File: src/rtl/pdm_uart_frontend.sv
// pdm_uart_frontend
//   PDM microphone decimator plus 8N1 UART transmitter on one clock.
//   PDM half: divides clk into m_clk, samples m_data once per m_clk rising
//   edge and reports the ones-count of the last 200 samples every 100
//   samples, using two counters staggered by half a window.
//   UART half: sends one byte per tx_start, LSB first, one start and one
//   stop bit, DIV = round(CLK_FREQ*1e6/BAUD) clk per bit.
// Ports:
//   clk, rst            system clock, synchronous active-high reset
//   m_clk, m_clk_en     microphone clock and its rising-edge strobe
//   m_data              PDM bitstream
//   amplitude[7:0]      ones-count 0..200, amplitude_valid one-clk pulse
//   data[7:0], tx_start byte to send and its one-clk request
//   tx_out, tx_done     serial line (idle high), end-of-frame pulse
module pdm_uart_frontend #(
  parameter int CLK_FREQ  = 44,
  parameter int MCLK_HALF = 10,
  parameter int BAUD      = 115200
) (
  input  logic       clk,
  input  logic       rst,
  output logic       m_clk,
  output logic       m_clk_en,
  input  logic       m_data,
  output logic [7:0] amplitude,
  output logic       amplitude_valid,
  input  logic [7:0] data,
  input  logic       tx_start,
  output logic       tx_done,
  output logic       tx_out
);
  localparam int DIV = (CLK_FREQ * 1000000 + BAUD / 2) / BAUD;
  localparam int DW  = $clog2(MCLK_HALF + 1);
  localparam int BW  = $clog2(DIV + 1);

  // ---------------- PDM clock ----------------
  logic [DW-1:0] div_q;
  logic          m_clk_q, m_clk_en_q;

  always_ff @(posedge clk) begin
    if (rst) begin
      div_q      <= '0;
      m_clk_q    <= 1'b0;
      m_clk_en_q <= 1'b0;
    end else begin
      m_clk_en_q <= 1'b0;
      if (div_q == DW'(MCLK_HALF - 1)) begin
        div_q      <= '0;
        m_clk_q    <= ~m_clk_q;
        // strobe lands in the same cycle m_clk first reads high
        m_clk_en_q <= ~m_clk_q;
      end else begin
        div_q <= div_q + 1'b1;
      end
    end
  end

  // ---------------- Decimation ----------------
  // pos_q = samples already in counter A's current window (0..199).
  // B runs the same 200-sample window offset by 100, so it closes when
  // pos_q is 99. B is armed after sample 100 and counts from sample 101.
  logic [7:0] pos_q, cnt_a_q, cnt_b_q, amp_q;
  logic       b_act_q, amp_vld_q;
  logic [7:0] a_sum_d, b_sum_d;

  assign a_sum_d = cnt_a_q + {7'd0, m_data};
  assign b_sum_d = cnt_b_q + {7'd0, m_data};

  always_ff @(posedge clk) begin
    if (rst) begin
      pos_q     <= '0;
      cnt_a_q   <= '0;
      cnt_b_q   <= '0;
      b_act_q   <= 1'b0;
      amp_q     <= '0;
      amp_vld_q <= 1'b0;
    end else begin
      amp_vld_q <= 1'b0;
      if (m_clk_en_q) begin
        if (pos_q == 8'd199) begin
          pos_q     <= '0;
          cnt_a_q   <= '0;
          amp_q     <= a_sum_d;
          amp_vld_q <= 1'b1;
        end else begin
          pos_q   <= pos_q + 1'b1;
          cnt_a_q <= a_sum_d;
        end
        if (b_act_q) begin
          if (pos_q == 8'd99) begin
            cnt_b_q   <= '0;
            amp_q     <= b_sum_d;
            amp_vld_q <= 1'b1;
          end else begin
            cnt_b_q <= b_sum_d;
          end
        end else if (pos_q == 8'd99) begin
          b_act_q <= 1'b1;
        end
      end
    end
  end

  // ---------------- UART TX ----------------
  typedef enum logic [1:0] {S_IDLE, S_START, S_DATA, S_STOP} state_e;

  state_e        state_q;
  logic [BW-1:0] baud_q;
  logic [2:0]    bit_q;
  logic [7:0]    sh_q;
  logic          tx_q, done_q;
  logic          baud_end;

  assign baud_end = (baud_q == BW'(DIV - 1));

  always_ff @(posedge clk) begin
    if (rst) begin
      state_q <= S_IDLE;
      baud_q  <= '0;
      bit_q   <= '0;
      sh_q    <= '0;
      tx_q    <= 1'b1;
      done_q  <= 1'b0;
    end else begin
      done_q <= 1'b0;
      case (state_q)
        S_IDLE: begin
          if (tx_start) begin
            sh_q    <= data;
            baud_q  <= '0;
            tx_q    <= 1'b0;
            state_q <= S_START;
          end
        end
        S_START: begin
          if (baud_end) begin
            baud_q  <= '0;
            bit_q   <= '0;
            tx_q    <= sh_q[0];
            state_q <= S_DATA;
          end else begin
            baud_q <= baud_q + 1'b1;
          end
        end
        S_DATA: begin
          if (baud_end) begin
            baud_q <= '0;
            if (bit_q == 3'd7) begin
              tx_q    <= 1'b1;
              state_q <= S_STOP;
            end else begin
              // sh_q[0] is the bit on the line; present the next one
              bit_q <= bit_q + 1'b1;
              tx_q  <= sh_q[1];
              sh_q  <= {1'b0, sh_q[7:1]};
            end
          end else begin
            baud_q <= baud_q + 1'b1;
          end
        end
        S_STOP: begin
          if (baud_end) begin
            baud_q  <= '0;
            done_q  <= 1'b1;
            state_q <= S_IDLE;
          end else begin
            baud_q <= baud_q + 1'b1;
          end
        end
        default: state_q <= S_IDLE;
      endcase
    end
  end

  assign m_clk           = m_clk_q;
  assign m_clk_en        = m_clk_en_q;
  assign amplitude       = amp_q;
  assign amplitude_valid = amp_vld_q;
  assign tx_out          = tx_q;
  assign tx_done         = done_q;
endmodule

File: config.mk
export PLATFORM = sky130hd
export DESIGN_NAME = pdm_uart_frontend
export DESIGN_NICKNAME = d
export VERILOG_FILES = /design/src/rtl/pdm_uart_frontend.sv
export SDC_FILE = /design/constraint.sdc
export NUM_CORES = 1
export LEC_CHECK = 0
export ABC_CLOCK_PERIOD_IN_PS = 1830
export BUFFER_PORTS_ARGS = -buffer_cell sky130_fd_sc_hd__buf_2
export CAP_MARGIN = 25
export CORE_ASPECT_RATIO = 0.8
export CORE_MARGIN = 2
export CORE_UTILIZATION = 45
export CTS_BUF_LIST = sky130_fd_sc_hd__clkbuf_8
export DETAILED_ROUTE_END_ITERATION = 10
export PLACE_DENSITY = 0.65
export SETUP_SLACK_MARGIN = 0.15
export SLEW_MARGIN = 40
export SYNTH_ARGS = -nofsm -noshare
export SYNTH_HDL_FRONTEND = slang
export SYNTH_SLANG_ARGS = --single-unit
File: constraint.sdc
create_clock -name clk -period 1.83 [get_ports clk]
set_input_delay 0.2745 -clock clk [delete_from_list [all_inputs] [get_ports clk]]
set_output_delay 0.2745 -clock clk [all_outputs]
set_load 0.03 [all_outputs]
# --- Yosys cells after proc, flatten, opt, wreduce, memory -nomap -nowiden ---
# Index checks and enable logic that the tools add are counted.
# Widths: inputs -> output; s select.
classes:
  reduce_logical: 14
  n_bitwise: 4
  add_sub_neg: 6
  muxes: 34
  n_eq_ne: 14
ops:
  columns: ["op", "n"]
  rows:
  - ["$mux 8", 9]
  - ["$mux 9", 2]
  - ["$pmux 9 s2", 1]
  - ["$add 8x1->8", 2]
  - ["$pmux 8 s2", 1]
  - ["$ne 2x2->1 const B", 6]
  - ["$reduce_and 4->1", 3]
  - ["$mux 1", 10]
  - ["$mux 2", 5]
  - ["$add 9x1->9 const B", 1]
  - ["$eq 9x9->1 const B", 1]
  - ["$mux 3", 3]
  - ["$add 8x1->8 const B", 1]
  - ["$eq 8x7->1 const B", 1]
  - ["$eq 8x8->1 const B", 1]
  - ["$pmux 2 s4", 1]
  - ["$reduce_or 2->1", 4]
  - ["$pmux 3 s2", 1]
  - ["$reduce_and 5->1", 1]
  - ["$add 4x1->4 const B", 1]
  - ["$eq 2x2->1 const B", 2]
  - ["$eq 4x4->1 const B", 1]
  - ["$not 1->1", 4]
  - ["$reduce_bool 2->1", 2]
  - ["other kinds (8)", 8]
word_totals:
  input_bits: 12
  elab_cells: 87
  out_inout_bits: 13
  ff_bits: 64

# --- Depth between registers and ports, before layout ---
depth:
  word_depth: 4
  ltp_mapped: 8
  mapped_depth_nobuf: 7

# --- Worst setup path after synthesis ---
# OpenSTA, ideal clock, no wires.
synth_timing:
  kind: "reg-to-reg"
  start: "reg pos_q[0]"
  end: "reg pos_q[3]"
  stages_incl_launch_ff: 6
  setup_ps: 133
  slack_ps: 53
  synth_period_minus_slack_ps: 1777
  t_arrival_ps: 1644
  required_ps: 1697
  n_path_buf: 0
  path_cell_list: "dfxtp_1 -> ha_1 -> nand2_1 -> or4b_4 -> o21ai_0 -> nor2_1"
synth_between:
  elab_chain_cells: 2
  word_cells_on_any_way: 3
  classes_between: "add/sub: 1; eq/ne: 1; mux: 1"
synth_rtl:
  columns: ["item", "line_no", "rtl"]
  rows:
  - ["start: declaration", "62", "logic [7:0] pos_q, cnt_a_q, cnt_b_q, amp_q;"]
  - ["start signal: assignment", "86", "pos_q <= pos_q + 1'b1;"]
  - ["$add 8x1->8 / $eq 8x8->1 (equally long branches)", "86, 80", null]
  - ["$mux 8 (*)", "80", "if (pos_q == 8'd199) begin"]
# Mark *: on every way between the ends. The rest lies on a longest branch, timed or not.
# A chain may end at the register's enable or synchronous reset.

# --- Worst setup path after layout ---
layout_timing:
  start: "reg pos_q[0]"
  end: "reg amp_q[1], in the netlist amplitude[1]"
layout_between:
  elab_chain_cells: 4
  word_cells_on_any_way: 5
  classes_between: "eq/ne: 2; mux: 3"
layout_rtl:
  columns: ["item", "line_no", "rtl"]
  rows:
  - ["$eq 8x8->1", "80", null]
  - ["$mux 8", "80", null]
  - ["$mux 8", "90", "if (pos_q == 8'd99) begin"]
  - ["$mux 8 (*)", "89", "if (b_act_q) begin"]
  - ["end signal: assignment", "83", "amp_q <= a_sum_d;"]
  - ["end signal: assignment", "92", "amp_q <= b_sum_d;"]
  - ["end: declaration", "62", null]
# Marked as above.

==> run summary <==
status: completed
share of layout cells above drive strength 1: 31.1%
Post-Syn Nets: 379
Layout Utilization: 60.8%
via count: 2686
post-synth top area share: 41.6%
Setup-failing EPs final: 0
residual DRC count: 0
Arr. time, crit path: 1950 ps
Reg2Reg Launch Point: pos_q[0]
Synth top cells by count: dfxtp_1 (64), nor2_1 (63), nand2_1 (26)
Required @ worst endpoint: 2090 ps
syn_area_per_cell: 8.78 um2
power per cell area: 1090 nW/um2
CTS tree: built
register bit total from synthesis: 64
Critical Path Fanout Max: 5
core footprint: 6510 um2
post-synth cell types: 48
initial core utilization: 47.4%
chip width: 96.5 um
Tot Pwr: 4.32 mW
H-tree Lvls: 3
post-detailed-route count of antenna-violating nets: 0
Die Y-Extent: 78.0 um
IO Count: 25
GR Util All Layers: 19.5%
CP Capture Point: amplitude[1]
post-synthesis cell area: 3080 um2
CP startpoint: pos_q[0]
clock latency at the later pin of the worst-skew pair: 340 ps
largest area contributor in the netlist: dfxtp_1
first-pass GRT wire length: 11400 um
die area: 7530 um2
Tmin final: 1690 ps
Syn. warnings: 0
final-report hold violation count: 0
Via density: 5.46
n_diodes: 0
Leakage: 1.55 nW
sequential share of the synthesized area: 41.6%
Port Buffers: 24
Slew headroom: 72.1%
clk buf depth: 2
Fin Clk Skew: 7.08 ps
vias in the first global route: 2449
WL final: 7240 um
crit end category: flip-flop
clk root buf: clkbuf_8
Min-Delay Path Class: in2reg
PnR worst setup slack: 140 ps
initial antenna violation count: 0
top cells by area, synth: dfxtp_1 (42%), nor2_1 (7.7%), ha_1 (6.5%)
Worst R2R Setup Slack: 140 ps
global route overflow: 0
largest net degree at the start of global routing: 19
Syn-to-layout area delta: 28.4%
top_reg_cell synth: dfxtp_1
CTS clk-pin slew, worst paths: 70 ps
Place WS: 6.72 ps
Setup TNS Final: 0 ps
Post-Syn Instances: 351
Fmax: 592 MHz
Post-synth EDFFs: 0
maximum VDD drop: 0.623 mV
capture point of the worst reg-to-reg path: amplitude[1]
worst-margin pin slew: 419 ps
nets: 432
Initial DRC Count: 145
Worst Setup Start Kind: flip-flop
FFs w/ async S/R, synth: 0%
placed wire-length estimate: 4670 um
RD Place Congestion: 0.886
unrepaired setup endpoints after global routing: yes
Cells after DPL: 460
CTS sink cnt: 64
Slew Limit Fails: 0
MaxCap Viol Count: 0
TritonCTS Buffers: 9
path depth of the worst reg2reg path: 6
worst setup path category: reg2reg
Rows: 26
drt pass-1 iters: 4
count leader, synth: dfxtp_1
Final Cycle Share: 92.3%
final cell count without fillers: 492
per-cell routed wire length: 14.7 um
repair_timing:
action,CTS,global route
cloned,1,1
hold buffers,0,0
endpoints found under the setup margin,25,38
setup buffers,8,7
hold endpoints to repair,0,0
gates resized for setup,25,39
pin swaps,14,7
kinds of logic after synthesis:
family	after synthesis	share of synthesized area, %
simple gates	141	22.4
buf+inv	21	2.84
mux	9	2.92
compound gates	73	16.1
flops	64	41.6
xor+xnor	27	7.67
fa+ha+maj	16	6.49
cell type report:
cell class	instances	area, um2
Multi-Input combinational cell	268	1940
Timing Repair Buffer	52	358
Fill cell	562	2550
Inverter	9	33.8
Tap cell	84	105
Sequential cell	64	1300
Clock inverter	4	68.8
Clock buffer	11	151
critical path, stage by stage, from the launching register on:
cell and delay, ps:
dfxtp_4 360, ha_4 160, nand2_4 60, or4b_4 550, a21oi_4 230, nor2_1 60, a211oi_1 190
state kept, by name, indices dropped and copies added, names as in the netlist, 2 cells and up:
| signal | flops |
|---|---|
| sh_q | 8 |
| state_q | 2 |
| div_q | 4 |
| baud_q | 9 |
| amplitude | 8 |
| bit_q | 3 |
| cnt_b_q | 8 |
| cnt_a_q | 8 |
| pos_q | 8 |
power by group:
group | switching (mW) | internal (mW)
Combinational | 0.676 | 0.675
Sequential | 0.0880 | 1.53
Clock | 0.528 | 0.827
Total | 1.29 | 3.03
stage by stage:
step	area [um2]	hold WS (ps)
finish	3960	209
global route	3960	207
CTS	3770	198
detailed placement	3380	454
global placement	3380	449
floorplan	3100	436
worst min-delay path by stage:
stage             start        to  slack, ps  depth (start not counted)
2_1_floorplan  bit_q[1]  bit_q[1]        440                          2
3_3_place_gp   bit_q[1]  bit_q[1]        450                          2
3_5_place_dp   bit_q[2]  bit_q[2]        450                          2
4_1_cts         data[7]   sh_q[7]        200                          3
5_1_grt         data[7]   sh_q[7]        210                          3
6_report        data[7]   sh_q[7]        210                          3
layout by cell type (no fill, tap or decap), drive strengths merged, types with 2 or more instances in the layout:
| cell | instances |
|---|---|
| dfxtp | 64 |
| nor2 | 63 |
| buf | 52 |
| nand2 | 27 |
| a21oi | 16 |
| ha | 16 |
| xor2 | 15 |
| a211oi | 14 |
| xnor2 | 12 |
| o21ai | 12 |
| clkbuf | 11 |
| a22oi | 10 |
| inv | 10 |
| mux2i | 9 |
| o22ai | 9 |
| nand3 | 9 |
| nor3 | 7 |
| nand4 | 7 |
| nand3b | 5 |
| and2 | 4 |
| a31oi | 4 |
| nand2b | 3 |
| and3 | 2 |
| or3 | 2 |
| a2bb2oi | 2 |
| bufinv | 2 |
| nor2b | 2 |
| and4 | 2 |
| or3b | 2 |
per-layer routing:
metal / vias up / routed length (um) / GRT usage [%]
li1: 1348 / - / -
met3: 8 / 399 / 4.89
met1: 1269 / 3550 / 27.7
met2: 61 / 3200 / 28.5
met5: - / 0 / 0
met4: 0 / 85 / 6.90
No activity file was read; power rests on OpenSTA's default activity.
